--- src/rtl/cr16_control.sv ---
// Multi-cycle fetch/decode/execute/writeback controller feeding a registered cr16 ALU.
// Holds the 16-entry register file and the processor status register.
module cr16_control #(
    parameter int                    WIDTH      = 16,
    parameter int                    ADDR_WIDTH = 16,
    parameter logic [ADDR_WIDTH-1:0] RESET_PC   = '0
) (
    input  logic                  clk,
    input  logic                  rst_n,
    output logic                  mem_req,
    output logic [ADDR_WIDTH-1:0] mem_addr,
    input  logic                  mem_ack,
    input  logic [15:0]           mem_data,
    output logic                  alu_enable,
    output logic [3:0]            alu_opcode,
    output logic [WIDTH-1:0]      alu_a,
    output logic [WIDTH-1:0]      alu_b,
    input  logic [WIDTH-1:0]      alu_c,
    input  logic [4:0]            alu_status,
    output logic [4:0]            psr,
    output logic                  retire,
    output logic                  illegal
);

    typedef enum logic [1:0] {
        S_FETCH,
        S_DECODE,
        S_EXECUTE,
        S_WRITEBACK
    } state_t;

    state_t                state, state_next;
    logic [ADDR_WIDTH-1:0] pc;
    logic [15:0]           ir;
    logic [WIDTH-1:0]      regs [16];

    logic [3:0]       ir_class, ir_rdest, ir_ext, ir_rsrc;
    logic             dec_legal;
    logic [3:0]       dec_opcode;
    logic [WIDTH-1:0] dec_a;
    logic [WIDTH-1:0] imm_sext, imm_zext, imm_shift;

    assign ir_class  = ir[15:12];
    assign ir_rdest  = ir[11:8];
    assign ir_ext    = ir[7:4];
    assign ir_rsrc   = ir[3:0];
    assign imm_sext  = {{(WIDTH-8){ir[7]}}, ir[7:0]};
    assign imm_zext  = {{(WIDTH-8){1'b0}}, ir[7:0]};
    assign imm_shift = {{(WIDTH-4){1'b0}}, ir[3:0]};

    assign mem_addr = pc;

    // NOTE: every signal gets a default before the case so no latch is inferred.
    always_comb begin
        dec_legal  = 1'b1;
        dec_opcode = ir_ext;
        dec_a      = regs[ir_rsrc];
        unique case (ir_class)
            4'h0: dec_legal = (ir_ext != 4'hF);
            4'h5: begin dec_opcode = 4'd0;  dec_a = imm_sext;  end
            4'h9: begin dec_opcode = 4'd4;  dec_a = imm_sext;  end
            4'hB: begin dec_opcode = 4'd5;  dec_a = imm_sext;  end
            4'h1: begin dec_opcode = 4'd7;  dec_a = imm_zext;  end
            4'h2: begin dec_opcode = 4'd8;  dec_a = imm_zext;  end
            4'h3: begin dec_opcode = 4'd9;  dec_a = imm_zext;  end
            4'h8: begin dec_opcode = 4'd11; dec_a = imm_shift; end
            default: dec_legal = 1'b0;
        endcase
    end

    // NOTE: sequential state uses non-blocking assignments so all flops update together.
    always_ff @(posedge clk or negedge rst_n) begin
        if (!rst_n) state <= S_FETCH;
        else        state <= state_next;
    end

    always_comb begin
        state_next = state;
        unique case (state)
            S_FETCH:     if (mem_ack) state_next = S_DECODE;
            S_DECODE:    state_next = dec_legal ? S_EXECUTE : S_FETCH;
            S_EXECUTE:   state_next = S_WRITEBACK;
            S_WRITEBACK: state_next = S_FETCH;
            default:     state_next = S_FETCH;
        endcase
    end

    // Reset is folded into mem_req so an aborted fetch request drops immediately.
    always_comb begin
        mem_req    = rst_n && (state == S_FETCH);
        alu_enable = (state == S_EXECUTE);
        retire     = (state == S_WRITEBACK);
    end

    // NOTE: the register file is cleared by reset, so it is built from flops, not a RAM macro.
    always_ff @(posedge clk or negedge rst_n) begin
        if (!rst_n) begin
            pc         <= RESET_PC;
            ir         <= '0;
            psr        <= '0;
            alu_opcode <= '0;
            alu_a      <= '0;
            alu_b      <= '0;
            illegal    <= 1'b0;
            for (int i = 0; i < 16; i++) regs[i] <= '0;
        end else begin
            illegal <= 1'b0;
            unique case (state)
                S_FETCH: begin
                    if (mem_ack) begin
                        ir <= mem_data;
                        pc <= pc + ADDR_WIDTH'(1);
                    end
                end
                S_DECODE: begin
                    if (dec_legal) begin
                        alu_opcode <= dec_opcode;
                        alu_a      <= dec_a;
                        alu_b      <= regs[ir_rdest];
                    end else begin
                        illegal <= 1'b1;
                    end
                end
                S_WRITEBACK: begin
                    // Compares (CMP, CMPU, CMPI) only update the status register.
                    if (alu_opcode != 4'd5 && alu_opcode != 4'd6) regs[ir_rdest] <= alu_c;
                    psr <= alu_status;
                end
                default: ;
            endcase
        end
    end

endmodule
--- config.mk ---
export PLATFORM = sky130hd
export DESIGN_NAME = cr16_control
export DESIGN_NICKNAME = d
export VERILOG_FILES = /design/src/rtl/cr16_control.sv
export SDC_FILE = /design/constraint.sdc
export NUM_CORES = 1
export LEC_CHECK = 0
export CORE_UTILIZATION = 40
export DETAILED_ROUTE_END_ITERATION = 8
export DONT_BUFFER_PORTS = 1
export GPL_TIMING_DRIVEN = 0
export MAX_ROUTING_LAYER = met4
export PLACE_DENSITY_LB_ADDON = 0.1
export SYNTH_ARGS = -nofsm -noshare
export SYNTH_HDL_FRONTEND = slang
export SYNTH_SLANG_ARGS = --single-unit
--- constraint.sdc ---
create_clock -name clk -period 2.23 [get_ports clk]
set_input_delay 0.5575 -clock clk [delete_from_list [all_inputs] [get_ports clk]]
set_output_delay 0.5575 -clock clk [all_outputs]
set_load 0.01 [all_outputs]
# == Word level (Yosys, flattened, before mapping) ==
# Index checks and enable logic that the tools add are counted.
# classes
mux,17
bitwise,2
add_sub_neg,1
eq_ne,14
n_reduce_logical,11
n_lt_le_gt_ge,3
# ops
operator,n
$bwmux W256,1
$bmux W16 S4,2
$mux W16,5
$demux W16 S4,1
$pmux W16 S3,1
$pmux W4 S7,1
$add A16 B1 Y16 const B,1
$eq A4 B4 Y1 const B,3
$ge A5 B5 Y1 const B,2
$not A4 Y5,2
$eq A4 B2 Y1 const B,2
$ne A4 B3 Y1 const B,2
$pmux W2 S4,1
$reduce_or A7 Y1,1
$reduce_and A2 Y1,3
$reduce_or A3 Y1,2
$lt A5 B1 Y1 const B,1
$eq A2 B2 Y1 const B,2
$eq A4 B1 Y1 const B,1
$eq A4 B3 Y1 const B,1
$logic_not A4 Y1,1
$mux W2,2
$ne A4 B4 Y1 const B,1
$logic_and A1 B1 Y1,3
5 further kinds,6
# word_totals
out_inout_bits,61
word_cells,72
regBits,332
inputBits,40

# == Depth between registers and ports, before layout ==
# logic_depth
word_depth,6
mapped_depth,8
ltp_nobuf,4

# == Worst setup path before layout ==
# Ideal clock, no wire load.
# synth_timing
kind,reg2reg
from,register ir[8]
to,register alu_b[4]
t_arrival_ns,1.839
setup_ns,0.125
synth_period_minus_slack_ns,1.963
path_stages_with_launch,7
slack_ns,0.267
cell_sequence,dfrtp_1 buf_2 buf_1 mux4_2 mux2i_1 mux2i_1 mux2_2
# synth_between
elab_chain_len,4
# synth_lines
element,line,source
from (decl),34,logic [15:0] ir;
from (signal assigned),111,ir <= mem_data;
$not A4 Y5 (implied by the code),119,alu_b <= regs[ir_rdest];
$bmux W16 S4,119,
$mux W16 (implied by the code) (2 in series),119,
to (signal assigned),119,
to (decl),17,"output logic [WIDTH-1:0] alu_b,"
# No other way between the ends. The select of a mux whose other input is x is not followed.
# A chain may end at the register's enable or synchronous reset.

# == Worst setup path after layout ==
# Ends and elaborated chain as after synthesis.

==> impl_table.tex <==
\begin{tabular}{lr}
\hline
Metric & Value \\
\hline
\multicolumn{2}{l}{\textbf{CTS}} \\
TritonCTS clock tree & built \\
CTS Root Cell & clkbuf\_16 \\
Clock transition time at the flip-flop clock pins of the worst setup and hold paths & 0.06 ns \\
Clock buffer depth & 3 \\
Count of clock tree sinks & 332 \\
Skew-Pair Late Insertion Delay & 0.57 ns \\
Level count of the clock H-tree & 2 \\
CTS Buf Count & 39 \\
\multicolumn{2}{l}{\textbf{Placement}} \\
Placed Instances & 1713 \\
Count of port buffers added during placement & 0 \\
Final weighted congestion of routability-driven global placement & 0.8103 \\
Post-detailed-placement half-perimeter wirelength & 33.45 mm \\
\multicolumn{2}{l}{\textbf{Logic synthesis}} \\
Mux share of post-synthesis cell area & 40.04\% \\
EDFF count, synth & 0 \\
Ys Warns & 0 \\
Async set-or-reset flop fraction in the synthesized netlist & 100.0\% \\
Dominant combinational cell family by area after synthesis & multiplexers \\
Adder-cell area share of the yosys netlist & 0.07250\% \\
Ranking of synthesized cells by instance count & dfrtp\_1 (332), mux2\_2 (251), mux2i\_1 (123), mux4\_2 (100), clkbuf\_1 (41) \\
Largest cells by area after synthesis & dfrtp\_1 (48\%), mux2\_2 (16\%), mux4\_2 (13\%) \\
Seq cells post-synth & 332 \\
Xor/xnor share of the synthesized area & 0.9569\% \\
Sequential-to-total area share from yosys stat & 48.14\% \\
Post-Synth Simple-Gate Area & 3.900\% \\
Cell type contributing the most total cell area after synthesis & dfrtp\_1 \\
Most common cell in the synthesized netlist & dfrtp\_1 \\
Top cell type's share of synthesized area & 48.14\% \\
Post-synthesis net count & 1215 \\
Cells after synthesis & 1174 \\
Synth unique cells & 53 \\
Avg Synthesized Cell Area & 14.70 um\^{}2 \\
Top\_reg\_cell synth & dfrtp\_1 \\
Compound-Gate Fraction of Synth Area & 3.407\% \\
Combined area of all synthesized cells & 17260 um\^{}2 \\
\multicolumn{2}{l}{\textbf{Finish}} \\
Finished Layout Cells & 1797 \\
Synthesis-to-finish area growth & 14.56\% \\
Area taken by flip-flops and latches & 8310 um\^{}2 \\
Nets & 1271 \\
Antenna diode count & 0 \\
Area occupied by multi-input gates & 8589 um\^{}2 \\
Share of post-route cells with drive strength above 1 & 46.82\% \\
Count of filler cells inserted in the layout & 3735 \\
\multicolumn{2}{l}{\textbf{Worst setup path}} \\
Worst setup path class & reg2reg \\
Crit-path max FO & 10 \\
Source of the critical timing path & ir[8] \\
Data arrival, critical path & 2.66 ns \\
Critical path data required time & 2.68 ns \\
Reg-to-reg critical path startpoint & ir[8] \\
Reg-to-reg critical path endpoint & alu\_b[4] \\
Most used cell, CP & buf\_4 \\
Crit path cell chain & buf\_4 -> buf\_4 -> mux4\_2 -> mux2i\_2 -> mux2i\_1 -> mux2\_2 \\
Kind of cell with the highest combined delay on the critical path & multiplexers \\
Highest-delay cell along the critical path & mux4\_2 \\
Worst reg2reg path depth & 6 \\
Flop2flop setup slack & 0.02 ns \\
Delay contributed by the slowest stage of the critical path & 0.54 ns \\
Number of buffer and inverter instances along the worst setup path & 2 \\
Critical Path Start Type & flip-flop \\
Kind of end point of the critical path & flip-flop \\
\multicolumn{2}{l}{\textbf{Global routing}} \\
Number of global-route vias before repair & 10945 \\
Global-route wire length before repair & 77.18 mm \\
Total track usage & 25.05\% \\
Number of antenna violations at the first check in global routing & 0 \\
Largest net degree at the start of global routing & 334 \\
Congestion Overflow GR & 0 \\
\multicolumn{2}{l}{\textbf{Drt}} \\
Initial DRT Pass Iterations & 5 \\
Antenna violation net count after detailed routing & 0 \\
Avg WL per Cell & 28.90 um \\
First-iteration detailed-routing DRC count & 706 \\
Vias after detailed routing & 10702 \\
\# DRC & 0 \\
Vias per inst & 5.955 \\
DRT Wirelength & 51.94 mm \\
\multicolumn{2}{l}{\textbf{Outcome}} \\
Status & finished with violations \\
Violations in the final reports & negative hold slack \\
\multicolumn{2}{l}{\textbf{Die}} \\
Die extent in x & 209.7 um \\
Initial core utilization & 40.87\% \\
Core ar. & 42230 um\^{}2 \\
Die ar. & 43980 um\^{}2 \\
Number of placement rows & 75 \\
Number of top-level pins & 101 \\
DIE HEIGHT & 209.7 um \\
\multicolumn{2}{l}{\textbf{Power and ir drop}} \\
Total power density per cell area & 1582 nW/um\^{}2 \\
Leakage dissipation & 8.734 nW \\
Internal power summed over all cells & 19.29 mW \\
Overall power after layout & 31.27 mW \\
Sw Ratio & 38.30\% \\
Largest voltage drop on the vdd net & 0.6386 mV \\
Switching power summed over all nets & 11.98 mW \\
Clock share of power & 19.3\% \\
Sequential group share of total power & 33.5\% \\
Share of power burned in combinational logic & 47.2\% \\
\multicolumn{2}{l}{\textbf{Timing}} \\
Setup-failing EPs final & 0 \\
Hold Vio Cnt, Final & 332 \\
Final cycle utilization of the critical path & 99.16\% \\
Pin slew with the least headroom to its limit & 0.9811 ns \\
Worst slew margin relative to its limit & 34.59\% \\
Setup repair after global routing missed its margin & true \\
Fin Hold WS & -0.3038 ns \\
Max Slew Vio Count & 0 \\
Post-route clock skew & 0.01804 ns \\
Final setup TNS & 0 ns \\
Peak clock frequency supported by timing & 452.2 MHz \\
Final period demand of the worst path & 2.211 ns \\
\multicolumn{2}{l}{\textbf{Flow run}} \\
Number of violations of the max-capacitance limit & 0 \\
\multicolumn{2}{l}{\textbf{Worst hold path}} \\
Tightest Hold Check Type & in2async \\
\hline
\end{tabular}
-- routing by layer --
metal	vias to the layer above	wire length [um]	global-route usage [%]
met3	79	2741	4.220
li1	4589	-	-
met5	-	0	-
met4	0	1133	7.475
met1	5734	24430	35.59
met2	300	23640	36.77
-- final cells by class --
type | instances | share of cell area [%]
multi-input cells | 731 | 43.44
well taps | 539 | 3.411
repair buffers | 16 | 0.7341
flip-flops and latches | 332 | 42.03
clock inverters | 16 | 0.4746
plain buffers | 101 | 4.272
clock buffers | 53 | 5.455
inverters | 9 | 0.1772
-- what timing repair did --
action | 4_1_cts | 5_1_grt
hold endpoints to repair | 332 | 332
setup buffers | 11 | 5
cloned | 0 | 0
pin swaps | 10 | 3
endpoints found under the setup margin | 219 | 67
gates resized for setup | 126 | 38
-- layout by cell type (no fill, tap or decap), types with 15 or more instances in the layout --
master	count
nand4_1	17
mux2_4	40
nand2_1	20
buf_4	36
dfrtp_1	330
mux2i_1	106
clkbuf_16	40
buf_6	15
mux2_2	251
a22oi_1	28
mux4_2	100
clkbuf_1	34
nor3_1	29
-- flip-flops by register name, indices dropped and copies added, names as in the netlist, named ones only --
name and count:
regs 256, alu_opcode 4, psr 5, state 1
alu_a 16, alu_b 16, mem_addr 16, ir 16
illegal 1
-- power by group through the flow --
stage / Sequential, mW / Clock [mW] / Combinational, mW
after floorplan: 9.85 / 0 / 9.87
after global placement: 10.4 / 0 / 13.4
after detailed placement: 10.5 / 0 / 13.5
after CTS: 10.4 / 6.19 / 14.3
after global routing: 10.8 / 6.41 / 15.6
final: 10.5 / 6.05 / 14.7
-- worst max-delay path by stage --
stage,depth (start not counted),slack [ns],end
after detailed placement,7,-0.79,alu_b[15]
after floorplan,6,0.27,alu_b[4]
after CTS,6,-0.04,regs[189]
final,6,0.02,alu_b[4]
after global routing,6,-0.04,alu_b[11]
after global placement,7,-0.78,alu_b[15]
-- logic make-up (layout without fill, tap and decap cells) --
logic type                 after synthesis  count (layout)
muxes                                  514             514
DFF                                    332             332
and+or+nand+nor                        124             124
buffers and inverters                  111             195
AOI/OAI and AO/OA                       74              74
xor gates and xnor gates                18              18
adders and majority gates                1               1
-- metrics by stage --
stage	worst slack [ns]	area, um^2	util (%)
after floorplan	0.2666	17260	-
after global placement	-0.7782	17930	42.47
after detailed placement	-0.7932	17930	42.47
after CTS	-0.03902	19580	46.36
after global routing	-0.03553	19770	46.82
final	0.01877	19770	46.82
Note: power is estimated with default switching activity, not from simulation.
